==> src/rtl/bit_count_pkg.sv <==
// Shared types and constants for the sequential population counter.
// The result width is fixed; only the examined operand width is a parameter.
package bit_count_pkg;

   localparam int DEFAULT_WIDTH = 32;
   localparam int RESULT_W      = 32;

   typedef enum logic [1:0] {
      IDLE = 2'd0,
      BUSY = 2'd1,
      DONE = 2'd2
   } state_t;

endpackage

==> src/rtl/bit_count.sv <==
// Sequential population counter: captures a WIDTH-bit word on start, examines one
// bit per clock, and presents the count with a registered finish flag.
module bit_count
   import bit_count_pkg::*;
#(
   parameter int WIDTH = DEFAULT_WIDTH
) (
   input  logic                clk,
   input  logic                rst,
   input  logic                start,
   input  logic [WIDTH-1:0]    in,
   output logic                finish,
   output logic [RESULT_W-1:0] bitcount
);

   // A 1-bit operand still needs a 1-bit index register.
   localparam int IDX_W = (WIDTH > 1) ? $clog2(WIDTH) : 1;
   localparam logic [IDX_W-1:0] LAST_IDX = IDX_W'(WIDTH - 1);
   localparam logic [IDX_W-1:0] IDX_ONE  = IDX_W'(1);

   state_t               r_state;
   logic [WIDTH-1:0]     r_shreg;
   logic [IDX_W-1:0]     r_idx;
   logic [RESULT_W-1:0]  r_acc;
   logic                 r_finish;
   logic [RESULT_W-1:0]  r_bitcount;

   state_t               w_next_state;
   logic                 w_accept;
   logic                 w_last;
   logic [RESULT_W-1:0]  w_acc_next;

   assign w_acc_next = r_acc + {{(RESULT_W-1){1'b0}}, r_shreg[0]};

   always_ff @(posedge clk or negedge rst) begin
      if (!rst) begin
         r_state <= IDLE;
      end else begin
         r_state <= w_next_state;
      end
   end

   // start is only honoured when no operation is in flight.
   always_comb begin
      w_next_state = r_state;
      w_accept     = 1'b0;
      w_last       = 1'b0;
      case (r_state)
         IDLE, DONE: begin
            if (start) begin
               w_accept     = 1'b1;
               w_next_state = BUSY;
            end
         end
         BUSY: begin
            if (r_idx == LAST_IDX) begin
               w_last       = 1'b1;
               w_next_state = DONE;
            end
         end
         default: w_next_state = IDLE;
      endcase
   end

   always_ff @(posedge clk or negedge rst) begin
      if (!rst) begin
         r_shreg    <= '0;
         r_idx      <= '0;
         r_acc      <= '0;
         r_finish   <= 1'b0;
         r_bitcount <= '0;
      end else if (w_accept) begin
         r_shreg  <= in;
         r_idx    <= '0;
         r_acc    <= '0;
         r_finish <= 1'b0;
      end else if (r_state == BUSY) begin
         r_shreg <= r_shreg >> 1;
         r_idx   <= r_idx + IDX_ONE;
         r_acc   <= w_acc_next;
         // Output only updates with the complete sum, never partial counts.
         if (w_last) begin
            r_bitcount <= w_acc_next;
            r_finish   <= 1'b1;
         end
      end
   end

   assign finish   = r_finish;
   assign bitcount = r_bitcount;

endmodule

==> config.mk <==
export PLATFORM = sky130hd
export DESIGN_NAME = bit_count
export DESIGN_NICKNAME = d
export VERILOG_FILES = /design/src/rtl/bit_count_pkg.sv /design/src/rtl/bit_count.sv
export SDC_FILE = /design/constraint.sdc
export NUM_CORES = 1
export LEC_CHECK = 0
export CELL_PAD_IN_SITES_DETAIL_PLACEMENT = 1
export CELL_PAD_IN_SITES_GLOBAL_PLACEMENT = 1
export CORE_UTILIZATION = 30
export DETAILED_ROUTE_END_ITERATION = 16
export PLACE_DENSITY_LB_ADDON = 0.15
export SKIP_LAST_GASP = 1
export SLEW_MARGIN = 10
export SYNTH_ARGS = -nofsm -noshare
export SYNTH_HDL_FRONTEND = slang
export SYNTH_SLANG_ARGS = --single-unit
==> constraint.sdc <==
create_clock -name clk -period 2.6 [get_ports clk]
set_input_delay 0.26 -clock clk [delete_from_list [all_inputs] [get_ports clk]]
set_output_delay 0.26 -clock clk [all_outputs]
set_load 0.02 [all_outputs]
==> flow_metrics.py <==
metrics = {
    "global_routing": {
        "antenna_found_initial": 0,
        "grt_pass1_vias": 4335,
        "grt_max_degree": 69,
        "grt_use_total_pct": 15.6,
        "grt_pass1_wl_mm": 21.7,
        "grt.overflow.total": 0,
    },
    "clock_tree": {
        "clockBufferDepth": 2,
        "clk_latency_ns": 0.36,
        "clk_pin_slew_ns": 0.08,
        "numClockSinks": 104,
        "cts_tree": "built",
        "cts_buffers": 9,
        "ctsRootBufferMaster": "clkbuf_16",
        "cts_resized": 0,
        "h-tree-depth": 3,
    },
    "timing": {
        "tightest_slew_ns": 0.756,
        "min_period_over_period_pct": 87.3,
        "hold_violations": 0,
        "rsz0062_at_grt": "false",
        "relSlewSlack_pct": 49.6,
        "max_freq_mhz": 441,
        "setup_ws_ns": 0.330,
        "setup_viol": 0,
        "fin_tns_setup_ns": 0,
        "fin_crit_ns": 2.27,
        "drv_slew": 0,
        "hold_slack_ns": 0.349,
        "skew_ns": 0.0105,
    },
    "pwr": {
        "pwr-share-clk_pct": 26.5,
        "combPwrFrac_pct": 26.3,
        "pwr-share-seq_pct": 47.2,
        "switchingPower_uw": 1710,
        "irDropWorstVdd_uv": 397,
        "swShare_pct": 34.2,
        "p_int_uw": 3280,
        "power.leakage_uw": 0.00266,
        "p_per_area_nw_per_um2": 798,
    },
    "placement": {
        "port_buffers": 67,
        "dp_slack_ns": 0.326,
        "gp_congestion": 0.762,
        "place_hpwl_mm": 8.33,
        "dp.cells": 810,
    },
    "routing": {
        "wl_mm": 12.7,
        "route.detailed.drc": 0,
        "drt_iter0_drc": 150,
        "avgViaCountPerCell": 5.00,
        "routed-via-count": 4134,
        "wire_per_inst_um": 15.3,
        "first_pass_iters": 4,
        "ant_nets": 0,
    },
    "die": {
        "num_rows": 46,
        "die_area_um2": 17300,
        "initial_utilization_pct": 31.2,
        "ios": 68,
        "die_x_um": 132,
        "die-height_um": 132,
        "placeableCoreArea_um2": 16100,
    },
    "critical_path": {
        "arrival_ns": 2.48,
        "r2r_end": "r_acc[28]$_DFFE_PN0P_",
        "start_kind": "flip-flop",
        "crit_path_max_fanout": 10,
        "cp-end-kind": "flip-flop",
        "r2r_slack_ns": 0.33,
        "crit_required_ns": 2.81,
        "critPathKind": "reg -> reg",
        "rr_worst_depth": 8,
        "worstReg2RegStart": "r_shreg[0]$_DFFE_PN0P_",
    },
    "logic_synthesis": {
        "ys_dominant_reg_cell": "dfrtp_1",
        "synth_cell_type_count": 42,
        "syn_avg_cell_area_um2": 9.10,
        "ys_ff_latch": 104,
        "yosysWarnings": 0,
        "async_flop_share_pct": 100,
        "synth_area_um2": 5030,
        "syn-instance-count": 553,
        "synth_edf_count": 0,
        "ys_seq_area_share_pct": 51.7,
        "synth_nets": 593,
    },
    "layout": {
        "most-common-layout-cells": "nand2_1, dfrtp_1, clkdlybuf4s50_1, o21ai_0, nor2_1",
        "drive_above_1_share_pct": 7.36,
        "n_antenna_cell": 0,
        "area_growth_pct": 24.1,
        "final_core_utilization_pct": 38.7,
        "layout_commonest_cell": "nand2_1",
        "fill_cells": 1853,
        "final_nets": 646,
        "fin_cells": 827,
    },
    "status": {
        "status": "finished, final reports clean",
    },
    "job": {
        "drv_cap": 0,
    },
    "min_path": {
        "hp-class": "in -> async",
    },
}
-- kinds of logic after synthesis --
| family | Yosys count | share of synthesized area, % |
|---|---|---|
| simple gates | 236 | 22.0 |
| mux | 4 | 0.846 |
| buf+inv | 41 | 3.26 |
| xor+xnor | 30 | 5.22 |
| flops | 104 | 51.7 |
| fa+ha+maj | 5 | 1.24 |
| compound gates | 133 | 15.7 |
-- critical path, cell delays in order, from the launching register on --
cell	delay [ns]
dfrtp_1	0.39
ha_1	0.19
ha_1	0.25
nand3_1	0.23
nor4_4	0.33
buf_4	0.22
nand4_1	0.19
o211ai_1	0.22
o31ai_1	0.11
-- flip-flops by register name, summed over array words and instances, names as in the netlist --
| register | cells |
|---|---|
| bitcount | 32 |
| finish | 1 |
| r_acc | 32 |
| r_idx | 5 |
| r_shreg | 32 |
| r_state | 2 |
-- Yosys cell counts (5+ instances only) --
cell / instances / area share (%)
dfrtp_1: 104 / 52
clkbuf_1: 31 / 2.3
nor2_1: 43 / 3.2
nand2_1: 135 / 10
a21oi_1: 5 / 0.50
nand4_1: 8 / 0.99
a31oi_1: 40 / 5.0
nand3_1: 18 / 1.8
xnor2_1: 13 / 2.3
ha_1: 5 / 1.2
a21o_1: 5 / 0.75
o21ai_0: 61 / 6.1
xor2_1: 17 / 3.0
buf_2: 5 / 0.50
o31ai_1: 11 / 1.6
-- cell type report --
class	count	area, um2	area share, %
well taps	216	270	4.33
flip-flops and latches	104	2600	41.7
clock buffers	10	239	3.83
clock inverters	6	42.5	0.681
inverters	2	7.51	0.120
repair buffers	81	801	12.8
multi-input cells	408	2280	36.5
-- how the worst max path moves through the flow --
stage                           startpoint               endpoint  slack, ns  cells past startpoint
detailed placement  r_shreg[0]$_DFFE_PN0P_  r_acc[28]$_DFFE_PN0P_       0.33                      8
finish              r_shreg[0]$_DFFE_PN0P_  r_acc[28]$_DFFE_PN0P_       0.33                      8
floorplan           r_shreg[0]$_DFFE_PN0P_  r_acc[20]$_DFFE_PN0P_       0.51                      7
global placement    r_shreg[0]$_DFFE_PN0P_  r_acc[20]$_DFFE_PN0P_       0.44                      8
CTS                 r_shreg[0]$_DFFE_PN0P_  r_acc[28]$_DFFE_PN0P_       0.31                      8
global route        r_shreg[0]$_DFFE_PN0P_  r_acc[28]$_DFFE_PN0P_       0.11                      8
-- power by group through the flow --
stage / Clock (uW) / Combinational, uW / Sequential, uW
final: 1320 / 1310 / 2350
after global routing: 1430 / 1490 / 2410
after detailed placement: 0 / 1350 / 2380
after CTS: 1370 / 1350 / 2350
after global placement: 0 / 1290 / 2360
after floorplan: 0 / 893 / 2320
-- metal layers --
metal	GRT usage, %	wire [um]
met1	19.3	5960
met2	26.6	6080
met3	2.74	428
met4	6.33	208
met5	0	0
-- stage by stage --
step,area [um2],power [uW]
after global placement,5950,3650
after CTS,6240,5070
after floorplan,5030,3210
after global routing,6240,5330
final,6240,4980
after detailed placement,5950,3720
-- timing repair --
item,in CTS,in global routing
endpoints found under the hold margin,23,0
buffers inserted,0,0
hold buffers,1,0
Note: power is estimated with default switching activity, not from simulation.
